<file path="config.mk">
export PLATFORM = sky130hd
export DESIGN_NAME = spi_master_cfg
export DESIGN_NICKNAME = d
export VERILOG_FILES = /design/src/rtl/spi_master_cfg.sv
export SDC_FILE = /design/constraint.sdc
export NUM_CORES = 1
export LEC_CHECK = 0
export BUFFER_PORTS_ARGS = -buffer_cell sky130_fd_sc_hd__buf_4
export CORE_MARGIN = 2
export CORE_UTILIZATION = 30
export DETAILED_ROUTE_END_ITERATION = 12
export PLACE_DENSITY_LB_ADDON = 0.2
export SKIP_LAST_GASP = 1
export SYNTH_ARGS = -nofsm -noshare
export SYNTH_HDL_FRONTEND = slang
export SYNTH_SLANG_ARGS = --single-unit
</file>
<file path="constraint.sdc">
create_clock -name clk -period 4.7 [get_ports clk]
set_clock_uncertainty 0.15 [all_clocks]
set_input_delay 0.235 -clock clk [delete_from_list [all_inputs] [get_ports clk]]
set_output_delay 0.235 -clock clk [all_outputs]
set_load 0.005 [all_outputs]
</file>
<file path="src/rtl/spi_master_cfg.sv">
// spi_master_cfg: configurable SPI master with per-frame cpol/cpha/bit-order
// and clock divider, decoded active-low slave selects.
module spi_master_cfg #(
    parameter int unsigned DATA_W = 8,
    parameter int unsigned NUM_SS = 4,
    parameter int unsigned DIV_W  = 8,
    localparam int unsigned SS_W  = (NUM_SS > 1) ? $clog2(NUM_SS) : 1
) (
    input  logic              clk,
    input  logic              rst,
    input  logic              start,
    input  logic [DATA_W-1:0] data_in,
    input  logic [SS_W-1:0]   ss_sel,
    input  logic              cpol,
    input  logic              cpha,
    input  logic              lsb_first,
    input  logic [DIV_W-1:0]  clk_div,
    input  logic              miso,
    output logic              sclk,
    output logic              mosi,
    output logic [NUM_SS-1:0] ss_n,
    output logic [DATA_W-1:0] data_out,
    output logic              busy,
    output logic              done
);

    localparam int unsigned EC_W = $clog2(2 * DATA_W);
    localparam logic [EC_W-1:0] LAST_EDGE = EC_W'(2 * DATA_W - 1);

    typedef enum logic [1:0] {
        IDLE  = 2'd0,
        SETUP = 2'd1,
        XFER  = 2'd2,
        HOLD  = 2'd3
    } state_t;

    state_t            state;
    logic [DIV_W-1:0]  div_cnt;
    logic [EC_W-1:0]   edge_cnt;
    logic [DATA_W-1:0] tx_sh;
    logic [DATA_W-1:0] rx_sh;
    logic [DIV_W-1:0]  div_l;
    logic [SS_W-1:0]   sel_l;
    logic              cpol_l;
    logic              cpha_l;
    logic              lsb_l;

    // Active-low one-hot select; out-of-range index leaves every line high
    function automatic logic [NUM_SS-1:0] ss_decode(input logic [SS_W-1:0] sel);
        logic [NUM_SS-1:0] v;
        v = '1;
        for (int unsigned i = 0; i < NUM_SS; i++) begin
            if (32'(sel) == i) v[i] = 1'b0;
        end
        return v;
    endfunction

    // Bit that leaves the transmit register next
    function automatic logic tx_bit(input logic [DATA_W-1:0] d, input logic lsb);
        return lsb ? d[0] : d[DATA_W-1];
    endfunction

    // Drop the bit just sent
    function automatic logic [DATA_W-1:0] tx_shift(input logic [DATA_W-1:0] d, input logic lsb);
        return lsb ? {1'b0, d[DATA_W-1:1]} : {d[DATA_W-2:0], 1'b0};
    endfunction

    // Insert a received bit so the word ends up in transmit order
    function automatic logic [DATA_W-1:0] rx_shift(input logic [DATA_W-1:0] r, input logic b,
                                                   input logic lsb);
        return lsb ? {b, r[DATA_W-1:1]} : {r[DATA_W-2:0], b};
    endfunction

    logic div_tick;
    logic odd_edge;
    logic sample_edge;

    // Half-period elapsed; edge parity counted 1-based (edge_cnt 0 is edge 1)
    assign div_tick    = (div_cnt == div_l);
    assign odd_edge    = ~edge_cnt[0];
    assign sample_edge = cpha_l ? ~odd_edge : odd_edge;

    // Frame sequencer, divider, shift registers and registered SPI outputs
    always_ff @(posedge clk or negedge rst) begin
        if (!rst) begin
            state    <= IDLE;
            div_cnt  <= '0;
            edge_cnt <= '0;
            tx_sh    <= '0;
            rx_sh    <= '0;
            div_l    <= '0;
            sel_l    <= '0;
            cpol_l   <= 1'b0;
            cpha_l   <= 1'b0;
            lsb_l    <= 1'b0;
            sclk     <= 1'b0;
            mosi     <= 1'b0;
            ss_n     <= '1;
            data_out <= '0;
            busy     <= 1'b0;
            done     <= 1'b0;
        end else begin
            done <= 1'b0;
            case (state)
                IDLE: begin
                    // done high means the previous frame just closed; skip that cycle
                    if (start && !done) begin
                        div_l    <= clk_div;
                        sel_l    <= ss_sel;
                        cpol_l   <= cpol;
                        cpha_l   <= cpha;
                        lsb_l    <= lsb_first;
                        sclk     <= cpol;
                        mosi     <= tx_bit(data_in, lsb_first);
                        tx_sh    <= cpha ? data_in : tx_shift(data_in, lsb_first);
                        rx_sh    <= '0;
                        ss_n     <= ss_decode(ss_sel);
                        div_cnt  <= '0;
                        edge_cnt <= '0;
                        busy     <= 1'b1;
                        state    <= SETUP;
                    end
                end
                SETUP: begin
                    if (div_tick) begin
                        div_cnt <= '0;
                        state   <= XFER;
                    end else begin
                        div_cnt <= div_cnt + DIV_W'(1);
                    end
                end
                XFER: begin
                    if (div_tick) begin
                        div_cnt  <= '0;
                        sclk     <= ~sclk;
                        edge_cnt <= edge_cnt + EC_W'(1);
                        if (sample_edge) begin
                            rx_sh <= rx_shift(rx_sh, miso, lsb_l);
                        end else if (edge_cnt != LAST_EDGE) begin
                            mosi  <= tx_bit(tx_sh, lsb_l);
                            tx_sh <= tx_shift(tx_sh, lsb_l);
                        end
                        if (edge_cnt == LAST_EDGE) begin
                            edge_cnt <= '0;
                            state    <= HOLD;
                        end
                    end else begin
                        div_cnt <= div_cnt + DIV_W'(1);
                    end
                end
                HOLD: begin
                    if (div_tick) begin
                        div_cnt  <= '0;
                        ss_n     <= '1;
                        data_out <= rx_sh;
                        done     <= 1'b1;
                        busy     <= 1'b0;
                        state    <= IDLE;
                    end else begin
                        div_cnt <= div_cnt + DIV_W'(1);
                    end
                end
                default: state <= IDLE;
            endcase
        end
    end

endmodule

</file>
==> results.txt <==
Fin crit period: 2.97 ns
DRT iter0 DRCs: 252
Worst skew pair latency: 0.31 ns
CTS tree: done
Worst Path Arrival: 3.00 ns
Clock-pin slew on the worst setup and hold paths: 0.08 ns
Post-synth net total: 429
Die span in x: 113 um
Switching part of the total: 40.3%
Critical path endpoint category: register
WHS Endpoint: ss_n[3]$_DFFE_PN1P_
RSZ-0062 raised after global routing: no
Outcome: completed
Std-Cell Rows: 39
Setup_tns: 0 ns
Hold Path Origin: ss_sel[0]
Met1 GRT Util: 21.9%
Synth warnings: 0
Grt peak-use layer: met2
Gp weighted congestion: 0.764
CP max FO: 22
Max_cap viols: 0
Top_reg_cell synth: dfrtp_1
PwrDens: 560 nW/um2
Mapped cell area: 3540 um2
Mean Syn Cell Area: 8.93 um2
Post-CTS Resized: 0
Combinational Power Share: 43.7%
Sequential Power Share: 38.0%
Initial Utilization: 30.9%
Startpoint Class: register
Non-Filler Instances: 571
WS Path Type: register to register
Post-DP HPWL: 6.30 mm
Inserted Diodes: 0
Tcrit/Tclk final: 63.3%
CTS Buf Count: 5
All-layer global routing usage: 15.8%
Slowest Stage Delay on Critical Path: 0.70 ns
First-pass GRT wire length: 16.2 mm
Antenna Nets Post-Route: 0
Hold_ws: 0.0568 ns
Layout cells sized above 1: 15.9%
Seq/Total Area, Yosys: 39.7%
Final Hold Fails: 0
Unique masters post-synth: 56
Worst slew pin tran: 1.08 ns
Reg2reg end: sclk$_DFFE_PN0P_
Routed via count: 3129
Setup-failing EPs final: 0
Critical path's slowest cell: ha_1
Cell depth of the worst flop-to-flop path: 6
Worst vdd ir: 0.000249 V
IO Count: 41
DR pass1 iterations: 4
Clock share of power: 18.3%
Htree depth: 2
Worst Hold Class: primary input to register
Die ar.: 12700 um2
Placed Cells incl. Taps: 555
Leak: 1.76 nW
Syn Inst Count: 397
Switch Pwr: 0.000936 W
Design internal power: 0.00139 W
Drt wl/cell: 16.5 um
Core box area: 11500 um2
Initial antenna violation count: 0
Fmax: 0.336 GHz
Rel. slew slack: 27.6%
Vias per cell: 5.48
GR Util met2: 25.3%
Area grow syn2layout: 17.1%
Worst Hold Depth: 4
Commonest non-fill, non-tap cell in the layout: nand2_1
Clock root cell: clkbuf_16
Asr flop ratio synth: 100%
Crit-path cells: inv_1 > ha_1 > and3b_1 > nor2_1 > o31ai_1 > a31oi_1
Largest net degree at the start of global routing: 57
Number of synthesized register bits: 56
I/O Buffers: 40
Maximum clock insertion buffer count: 2
Met3 Use GR: 2.38%
Clock sink count: 56
Worst Path Buf+Inv: 1
Number of global-route vias before repair: 3131
Post-synth EDFFs: 0
Number of remaining DRC errors: 0
FF-to-FF Start: state[1]$_DFFE_PN0P_
Die span in y: 113 um
Grt ovf: 0
Nets: 460
Commonest non-fill, non-tap cells in the layout: 79 x nand2_1, 52 x dfrtp_1, 43 x buf_4
Reg2reg setup slack: 1.73 ns
Final wirelength: 9.41 mm
CP required: 4.72 ns
Max Slew Vio Count: 0
CP delay by family, top: simple AND/OR/NAND/NOR gates
## cell usage after synthesis, drive strengths merged (7+ instances only)
master | count | area share, %
nor3 | 8 | 1.4
mux2 | 9 | 3.4
nand3 | 17 | 2.8
o2111ai | 7 | 1.7
a2111oi | 8 | 2.0
ha | 7 | 2.5
o21ai | 21 | 3.0
buf | 16 | 2.8
inv | 9 | 0.95
a21oi | 17 | 2.5
mux2i | 22 | 6.2
o22ai | 10 | 1.8
xnor2 | 10 | 2.5
nand2 | 79 | 8.4
nor2 | 19 | 2.0
dfrtp | 52 | 37
clkbuf | 12 | 1.3
o211ai | 15 | 3.3
## worst reg2reg max path, cell delays in order (launching register included)
cell	delay, ns
dfrtp_1	0.43
inv_1	0.16
ha_1	0.70
and3b_1	0.63
nor2_1	0.37
o31ai_1	0.29
a31oi_1	0.12
## area by class of cell
type / instances / area, um2
Sequential cell: 56 / 1410
Multi-Input combinational cell: 304 / 1960
Clock inverter: 1 / 30.0
Tap cell: 143 / 179
Inverter: 9 / 33.8
Fill cell: 1187 / 7320
Timing Repair Buffer: 52 / 413
Clock buffer: 6 / 129
## power groups by stage
stage	Combinational (W)	Sequential [W]	Clock, W
final	0.00102	0.000883	0.000425
after global routing	0.00115	0.000920	0.000460
after CTS	0.00102	0.000885	0.000437
after detailed placement	0.00101	0.000894	0
after global placement	0.000994	0.000890	0
after floorplan	0.000808	0.000811	0
## routing by layer
metal  vias up  share of wire (%)
li1       1520                  -
met1      1546                 49
met2        58                 47
met3         5                3.3
met4         0                1.0
met5         -                  0
## what timing repair did
| action | 4_1_cts | 5_1_grt |
|---|---|---|
| buffers inserted | 0 | 0 |
| hold buffers | 9 | 0 |
| endpoints found under the hold margin | 60 | 0 |
## registers in the layout (all words and copies together) (netlist names)
signal,cells
busy,1
cpha_l,1
data_out,8
div_cnt,8
div_l,8
done,1
edge_cnt,4
lsb_l,1
mosi,1
rx_sh,8
sclk,1
ss_n,4
state,2
tx_sh,8
## worst max-delay path by stage
stage	startpoint	endpoint	slack, ns	depth (start not counted)
2_1_floorplan	state[0]$_DFFE_PN0P_	rx_sh[0]$_DFFE_PN0P_	2.77	8
3_3_place_gp	state[0]$_DFFE_PN0P_	sclk$_DFFE_PN0P_	1.86	6
3_5_place_dp	state[1]$_DFFE_PN0P_	sclk$_DFFE_PN0P_	1.76	6
4_1_cts	state[1]$_DFFE_PN0P_	sclk$_DFFE_PN0P_	1.76	6
5_1_grt	state[0]$_DFFE_PN0P_	edge_cnt[3]$_DFFE_PN0P_	1.47	6
6_report	state[1]$_DFFE_PN0P_	sclk$_DFFE_PN0P_	1.73	6
## per-stage QoR
step                      total power [W]  util [%]  instance area (um2)  setup slack (ns)
after detailed placement          0.00191      34.0                 3900              1.76
after floorplan                   0.00162         -                 3540              2.77
after global placement            0.00188      34.0                 3900              1.86
after CTS                         0.00234      36.2                 4150              1.76
after global routing              0.00253      36.2                 4150              1.47
final                             0.00232      36.2                 4150              1.73
## logic make-up after synthesis
kind of cell	after synthesis	share of synthesized area [%]
and+or+nand+nor	155	20.9
AOI/OAI and AO/OA	99	19.1
DFF	56	39.7
buffers and inverters	37	5.05
muxes	31	9.60
xor gates and xnor gates	12	3.18
adders and majority gates	7	2.47
Power figures use the tool's default switching activity.
